## src/rtl/shift_arbiter.sv

```systemverilog
// Purpose: round-robin arbiter sharing one combinational barrel shifter between two requesters.
// Latency: 1 cycle from accept edge to res_valid_out; one result per cycle when the consumer keeps up.
// Backpressure: req_ready_out drops to 00 while a held result is not taken (res_valid_out && !res_ready_in).
//
// Ports:
//   clk_in, rst_n_in             clock, asynchronous active-low reset
//   req_valid_in/req_ready_out   per-requester handshake, bit i = requester i
//   reqN_x_in/_s_in/_op_in       operand, shift amount, opcode of requester N
//   res_valid_out/res_ready_in   output register handshake
//   res_y/zf/vf/id_out           result, zero flag, ASL overflow flag, producing requester
//   stat0_out/stat1_out          saturating accept counters (only with SHIFT_ARB_STATS_EN, else 0)
//
// Opcodes: 000 SRL, 001 SRA, 01x ROR, 100 SLL, 101 ASL (sign preserved), 11x ROL.
// Build option: define SHIFT_ARB_STATS_EN to add the per-requester accept counters.
module shift_arbiter #(
    parameter  int D_SIZE = 32,
    localparam int S_W    = $clog2(D_SIZE)
) (
    input  logic              clk_in,
    input  logic              rst_n_in,
    input  logic [1:0]        req_valid_in,
    output logic [1:0]        req_ready_out,
    input  logic [D_SIZE-1:0] req0_x_in,
    input  logic [S_W-1:0]    req0_s_in,
    input  logic [2:0]        req0_op_in,
    input  logic [D_SIZE-1:0] req1_x_in,
    input  logic [S_W-1:0]    req1_s_in,
    input  logic [2:0]        req1_op_in,
    output logic              res_valid_out,
    input  logic              res_ready_in,
    output logic [D_SIZE-1:0] res_y_out,
    output logic              res_zf_out,
    output logic              res_vf_out,
    output logic              res_id_out,
    output logic [15:0]       stat0_out,
    output logic [15:0]       stat1_out
);

    typedef struct packed {
        logic [D_SIZE-1:0] y;
        logic              zf;
        logic              vf;
        logic              id;
    } res_t;

    typedef enum logic {ST_EMPTY, ST_FULL} state_t;

    state_t state_q, state_d;
    res_t   res_q, res_d;
    logic   last_grant_q, last_grant_d;

    logic   slot_free;
    logic   grant_vld;
    logic   grant_id;
    logic   accept;

    logic [D_SIZE-1:0]   sel_x;
    logic [S_W-1:0]      sel_s;
    logic [2:0]          sel_op;
    logic [D_SIZE-1:0]   shf_y;
    logic                shf_vf;
    logic [D_SIZE-1:0]   lin_sh;
    logic [2*D_SIZE-1:0] rot_sh;

    // ------------------------------------------------------------------
    // Arbitration. Ready is a function of valid bits and slot state only,
    // never of payload. Gated by reset so nothing is offered while held.
    // ------------------------------------------------------------------
    assign slot_free = (state_q == ST_EMPTY) || res_ready_in;
    assign grant_vld = |req_valid_in;

    always_comb begin
        grant_id = 1'b0;
        unique case (req_valid_in)
            2'b01:   grant_id = 1'b0;
            2'b10:   grant_id = 1'b1;
            2'b11:   grant_id = ~last_grant_q;  // alternate under contention
            default: grant_id = 1'b0;
        endcase
    end

    assign accept        = rst_n_in && slot_free && grant_vld;
    assign req_ready_out = accept ? (grant_id ? 2'b10 : 2'b01) : 2'b00;

    // ------------------------------------------------------------------
    // Payload mux and shared shifter
    // ------------------------------------------------------------------
    always_comb begin
        sel_x  = grant_id ? req1_x_in  : req0_x_in;
        sel_s  = grant_id ? req1_s_in  : req0_s_in;
        sel_op = grant_id ? req1_op_in : req0_op_in;
    end

    always_comb begin
        shf_y  = '0;
        shf_vf = 1'b0;
        lin_sh = '0;
        rot_sh = '0;
        case (sel_op)
            3'b000: shf_y = sel_x >> sel_s;
            3'b001: shf_y = $signed(sel_x) >>> sel_s;
            3'b010, 3'b011: begin
                rot_sh = {sel_x, sel_x} >> sel_s;
                shf_y  = rot_sh[D_SIZE-1:0];
            end
            3'b100: shf_y = sel_x << sel_s;
            3'b101: begin
                // Sign bit stays put; magnitude bits x[msb-1:0] shift left.
                // Overflow when any bit leaving the magnitude field differs
                // from the sign, i.e. bits i with i + s >= msb.
                lin_sh = sel_x << sel_s;
                shf_y  = {sel_x[D_SIZE-1], lin_sh[D_SIZE-2:0]};
                for (int i = 0; i < D_SIZE - 1; i++) begin
                    if ((i + int'(sel_s)) >= (D_SIZE - 1) && (sel_x[i] != sel_x[D_SIZE-1])) begin
                        shf_vf = 1'b1;
                    end
                end
            end
            default: begin
                rot_sh = {sel_x, sel_x} << sel_s;
                shf_y  = rot_sh[2*D_SIZE-1:D_SIZE];
            end
        endcase
    end

    // ------------------------------------------------------------------
    // Output register, fairness pointer, FSM
    // ------------------------------------------------------------------
    always_comb begin
        res_d        = res_q;
        last_grant_d = last_grant_q;
        if (accept) begin
            res_d.y      = shf_y;
            res_d.zf     = (shf_y == '0);
            res_d.vf     = shf_vf;
            res_d.id     = grant_id;
            last_grant_d = grant_id;
        end
    end

    always_comb begin
        state_d = state_q;
        case (state_q)
            ST_EMPTY: if (accept) state_d = ST_FULL;
            ST_FULL:  if (res_ready_in && !accept) state_d = ST_EMPTY;
            default:  state_d = ST_EMPTY;
        endcase
    end

    always_ff @(posedge clk_in or negedge rst_n_in) begin
        if (!rst_n_in) begin
            state_q      <= ST_EMPTY;
            res_q        <= '0;
            last_grant_q <= 1'b1;  // requester 0 wins the first contention
        end else begin
            state_q      <= state_d;
            res_q        <= res_d;
            last_grant_q <= last_grant_d;
        end
    end

    assign res_valid_out = (state_q == ST_FULL);
    assign res_y_out     = res_q.y;
    assign res_zf_out    = res_q.zf;
    assign res_vf_out    = res_q.vf;
    assign res_id_out    = res_q.id;

    // ------------------------------------------------------------------
    // Accept counters
    // ------------------------------------------------------------------
`ifdef SHIFT_ARB_STATS_EN
    logic [15:0] stat0_q, stat0_d;
    logic [15:0] stat1_q, stat1_d;

    always_comb begin
        stat0_d = stat0_q;
        stat1_d = stat1_q;
        if (accept && !grant_id && stat0_q != 16'hFFFF) stat0_d = stat0_q + 16'd1;
        if (accept &&  grant_id && stat1_q != 16'hFFFF) stat1_d = stat1_q + 16'd1;
    end

    always_ff @(posedge clk_in or negedge rst_n_in) begin
        if (!rst_n_in) begin
            stat0_q <= '0;
            stat1_q <= '0;
        end else begin
            stat0_q <= stat0_d;
            stat1_q <= stat1_d;
        end
    end

    assign stat0_out = stat0_q;
    assign stat1_out = stat1_q;
`else
    assign stat0_out = 16'h0000;
    assign stat1_out = 16'h0000;
`endif

endmodule

```

## config.mk

```make
export PLATFORM = sky130hd
export DESIGN_NAME = shift_arbiter
export DESIGN_NICKNAME = d
export VERILOG_FILES = /design/src/rtl/shift_arbiter.sv
export SDC_FILE = /design/constraint.sdc
export NUM_CORES = 1
export LEC_CHECK = 0
export ABC_AREA = 1
export ABC_CLOCK_PERIOD_IN_PS = 2600
export CORE_UTILIZATION = 50
export DETAILED_ROUTE_END_ITERATION = 10
export PLACE_DENSITY = 0.78
export SETUP_SLACK_MARGIN = 0.5
export SLEW_MARGIN = 20
export SYNTH_ARGS = -nofsm -noshare
export SYNTH_HDL_FRONTEND = slang
export SYNTH_SLANG_ARGS = --single-unit
```

## constraint.sdc

```tcl
create_clock -name clk_in -period 2.6 [get_ports clk_in]
set_input_delay 0.52 -clock clk_in [delete_from_list [all_inputs] [get_ports clk_in]]
set_output_delay 0.52 -clock clk_in [all_outputs]
set_load 0.03 [all_outputs]
```

==> impl_metrics.tcl, run 1 <==
set metrics [dict create \
    ys_ff_latch 37 \
    worstEndpointGrtRepair "res_zf_out$_DFFE_PN0P_/D" \
    grt_usage_pct 65.6 \
    ios 155 \
    yosysTopAreaCell "nand3_1" \
    postSynthCellCount 1695 \
    root_buffer "clkbuf_16" \
    status "aborted with a tool error" \
    synthTopCellsByCount "nand2_1, nand3_1, nor2_1, inv_1, o21ai_0" \
    die_height_um 134 \
    synthArstFlopShare_pct 100 \
    stop_stage "global routing" \
    synth_edf_count 0 \
    yosysSeqAreaShare_pct 10.6 \
    synthFlopType "dfrtp_1" \
    clock_sink_count 37 \
    num_rows 47 \
    clockBufferDepth 2 \
    initial_core_util_pct 51.9 \
    die_w_um 134 \
    synth_area_mm2 0.00873 \
    worst_path_end_type "register input" \
    cts_inserted_buffers 5 \
    io_buffers 122 \
    dpl.hpwl_um 33800 \
    grt_start_max_net_pins 59 \
    synthTopCellsByArea "nand3_1, nand2_1, dfrtp_1, o21ai_0, nor2_1" \
    error_line "[ERROR GRT-0232] Routing congestion too high. Check the congestion heatmap in the GUI." \
    grt-ovfl-total 31 \
    synth_top_area_share_pct 27.6 \
    synth.most_common_cell "nand2_1" \
    ys_warn_count 0 \
    htreeDepth 2 \
    place.gp.congestion 1.12 \
    ys_types 42 \
    synth_area_per_cell_um2 5.15 \
]
-- what timing repair did --
action,in CTS
pin swaps,28
hold buffers,0
resized for setup,167
setup endpoints to repair,38
buffers inserted,17
cloned,3
-- metal layers --
| layer | overflow | GRT usage (%) |
|---|---|---|
| met5 | 0 | 20.8 |
| met2 | 19 | 86.6 |
| met1 | 0 | 69.4 |
| met3 | 0 | 45.2 |
| met4 | 12 | 53.3 |
-- logic make-up after synthesis --
group                      after synthesis  synth area share, %
DFF                                     37                 10.6
adders and majority gates                7                 1.00
xor gates and xnor gates                30                 3.01
buffers and inverters                  232                 13.1
other                                    1               0.0429
and+or+nand+nor                       1243                 63.0
AOI/OAI and AO/OA                      145                 9.25
-- per-stage QoR --
step,std cells,utilization (%),setup TNS (ps),cell area [µm²],worst slack (ps)
global placement,2193,71.2,-22110,12000,-1050
detailed placement,2193,71.2,-23270,12000,-1070
CTS,2221,76.7,-1130,12900,-251
floorplan,1726,-,0,9110,95.6
==> run 2, diff against run 1 <==
- ABC_CLOCK_PERIOD_IN_PS: 2600 -> 3400
- CORE_UTILIZATION: 50 -> 40
- PLACE_DENSITY: 0.78 -> not set
- PLACE_DENSITY_LB_ADDON: not set -> 0.15
- SETUP_SLACK_MARGIN: 0.5 -> not set
- clock period: 2.6 -> 3.4 ns (I/O delays scaled with it)
==> run 2 against run 1 <==
Compared with the run above:
- area after synthesis unchanged
- synthesized cell count unchanged
- the flow now finishes without violations
==> impl_metrics.tcl, run 2 <==
set metrics [dict create \
    die_w_um 150 \
    startpoint_type "input pin" \
    layout-drive-gt1-share_pct 18.1 \
    core_mm2 0.0212 \
    antenna_found_initial 0 \
    mostFrequentLayoutCell "nand2_1" \
    endpoint_kind "register" \
    postSynthCellCount 1695 \
    yosysTopAreaCell "nand3_1" \
    grt_pass1_wl_um 67300 \
    status "finished, final reports clean" \
    fin_crit_sh_pct 93.7 \
    worst_path_max_delay_cell "clkdlybuf4s15_1" \
    fin_skew_ps 8.26 \
    largest_reg_flops 32 \
    fin_cells 2268 \
    multi_input_area_mm2 0.00694 \
    cp_data_arrival_time_ps 3400 \
    worst_pin_slew_ps 483 \
    dpl.cell_count 2258 \
    clockBufferDepth 2 \
    reg2reg_slack_ps 330 \
    io_buffers 122 \
    grt_usage_pct 39.5 \
    synth.most_common_cell "nand2_1" \
    crit_fanout 21 \
    synth_top_area_share_pct 27.6 \
    peakVddDrop_mv 0.254 \
    dr.pass1.iters 8 \
    synth_area_mm2 0.00873 \
    hold_ws_ps 479 \
    p_leak_uw 0.00637 \
    grt_start_max_net_pins 59 \
    hold_buffers 0 \
    rsz0062_at_grt "false" \
    synthTopCellsByCount "nand2_1, nand3_1, nor2_1, inv_1, o21ai_0" \
    root_buffer "clkbuf_16" \
    grt-ovfl-total 0 \
    drt_iter0_markers 1799 \
    area_growth_pct 40.2 \
    slew_headroom_pct 67.4 \
    synth_edf_count 0 \
    ant_nets 0 \
    finalSetupTns_ps 0 \
    clock.fmax_mhz 314 \
    cts_tree "done" \
    max-cap-violations 0 \
    finalHoldViolations 0 \
    clock_latency_ps 290 \
    cp.required_ps 3620 \
    ys_ff_latch 37 \
    drv_slew 0 \
    initial_core_util_pct 41.2 \
    die_height_um 150 \
    cp-startpoint "req_valid_in[1]" \
    crit_top_cell "nand2_1" \
    ios 155 \
    max_stage_delay_ps 300 \
    ys_warn_count 0 \
    path_class "in2reg" \
    num_rows 53 \
    final_util_pct 57.7 \
    htreeDepth 2 \
    finalWirelength_um 44100 \
    synth_area_per_cell_um2 5.15 \
    cts_inserted_buffers 5 \
    regArea_um2 927 \
    vias 13000 \
    drc 0 \
    dpl.hpwl_um 35900 \
    path_clk_slew_ps 60 \
    powerDensity_mw_per_mm2 421 \
    nets 2084 \
    vias_per_cell 5.73 \
    clock_sink_count 37 \
    antenna_cells 0 \
    finalSetupViolations 0 \
    hp-class "reg2reg" \
    synthTopCellsByArea "nand3_1, nand2_1, dfrtp_1, o21ai_0, nor2_1" \
    fin_crit_ps 3190 \
    fillCellCount 2213 \
    hp-start "res_y_out[31]" \
    dieArea_mm2 0.0224 \
    place.gp.congestion 1.06 \
    reg2reg_from "last_grant_q" \
    yosysSeqAreaShare_pct 10.6 \
    synthFlopType "dfrtp_1" \
    avgRoutedWirePerCell_um 19.4 \
    ys_types 42 \
    synthArstFlopShare_pct 100 \
    cp_cell_sequence "clkdlybuf4s15_1, buf_12, nand3_2, nand2_4, buf_12, buf_4, buf_4, nand3_1, nand2_1, nand2_1, buf_4, nand2_1, nand2_1, nand3_1, nand3_1, nand4_1, nor2_1, nand2_1, nor2_1, nand2_1, nor2_1, nand2_1, nand2_1" \
    final_cell_mix "nand2_1, nand3_1, buf_4" \
    grt_pass1_vias 11900 \
]
==> run 2: cell counts after synthesis <==
No cell type changed its count.
==> run 2: critical path, delay by kind of cell <==
family | cells | cell delay (ps)
AND/OR/NAND/NOR | 17 | 1600
buffers and inverters | 6 | 1120
==> run 2: per-stage QoR <==
step	power [µW]	area (µm²)	setup slack [ps]
6_report	5150	12200	215
5_1_grt	5510	12200	7.13
4_1_cts	5030	12100	22.5
3_5_place_dp	4550	11900	-428
3_3_place_gp	4550	11900	-431
2_1_floorplan	2840	8850	381
==> run 2: path summary, 6_finish.rpt <==
check                      depth (start not counted)             to
max reg2reg                                       20     res_zf_out
max                                               23     res_zf_out
min reg2reg                                        2  res_y_out[31]
max in group asynchronous                          2   last_grant_q
min in group asynchronous                          2  res_y_out[24]
min                                                2  res_y_out[31]
==> run 2: logic make-up (layout without fill, tap and decap cells) <==
family / count (synthesis) / in the layout / synth area share [%]
flops: 37 / 37 / 10.6
simple gates: 1243 / 1243 / 63.0
fa+ha+maj: 7 / 7 / 1.00
compound gates: 145 / 145 / 9.25
other cells: 1 / 32 / 0.0429
xor+xnor: 30 / 30 / 3.01
buf+inv: 232 / 499 / 13.1
==> run 2: final cells by class <==
cell class	instances	share of cell area, %
multi-input cells	1457	56.7
flip-flops and latches	37	7.57
well taps	275	2.81
clock inverters	2	0.0818
repair buffers	397	28.9
clock buffers	6	1.05
inverters	94	2.90
==> run 2: report_power, final <==
part / internal [µW] / total (µW) / switching [µW] / leakage [µW]
clock: 269 / 452 / 183 / 0.0000706
combinational: 1570 / 4070 / 2500 / 0.00583
sequential: 562 / 631 / 69.0 / 0.000463
==> run 2: per-layer routing <==
layer	vias up	GRT usage, %	part of all wire (%)
li1	6172	-	-
met3	127	6.22	10
met2	819	62.5	44
met4	0	15.4	4.2
met5	-	0	0
met1	5881	53.5	41
==> run 2: what timing repair did <==
item / 4_1_cts / 5_1_grt
setup buffers: 0 / 2
gates cloned: 0 / 0
setup endpoints to repair: 1 / 16
pin swaps: 2 / 5
gates resized for setup: 18 / 38
(Power assumes the default switching activity.)
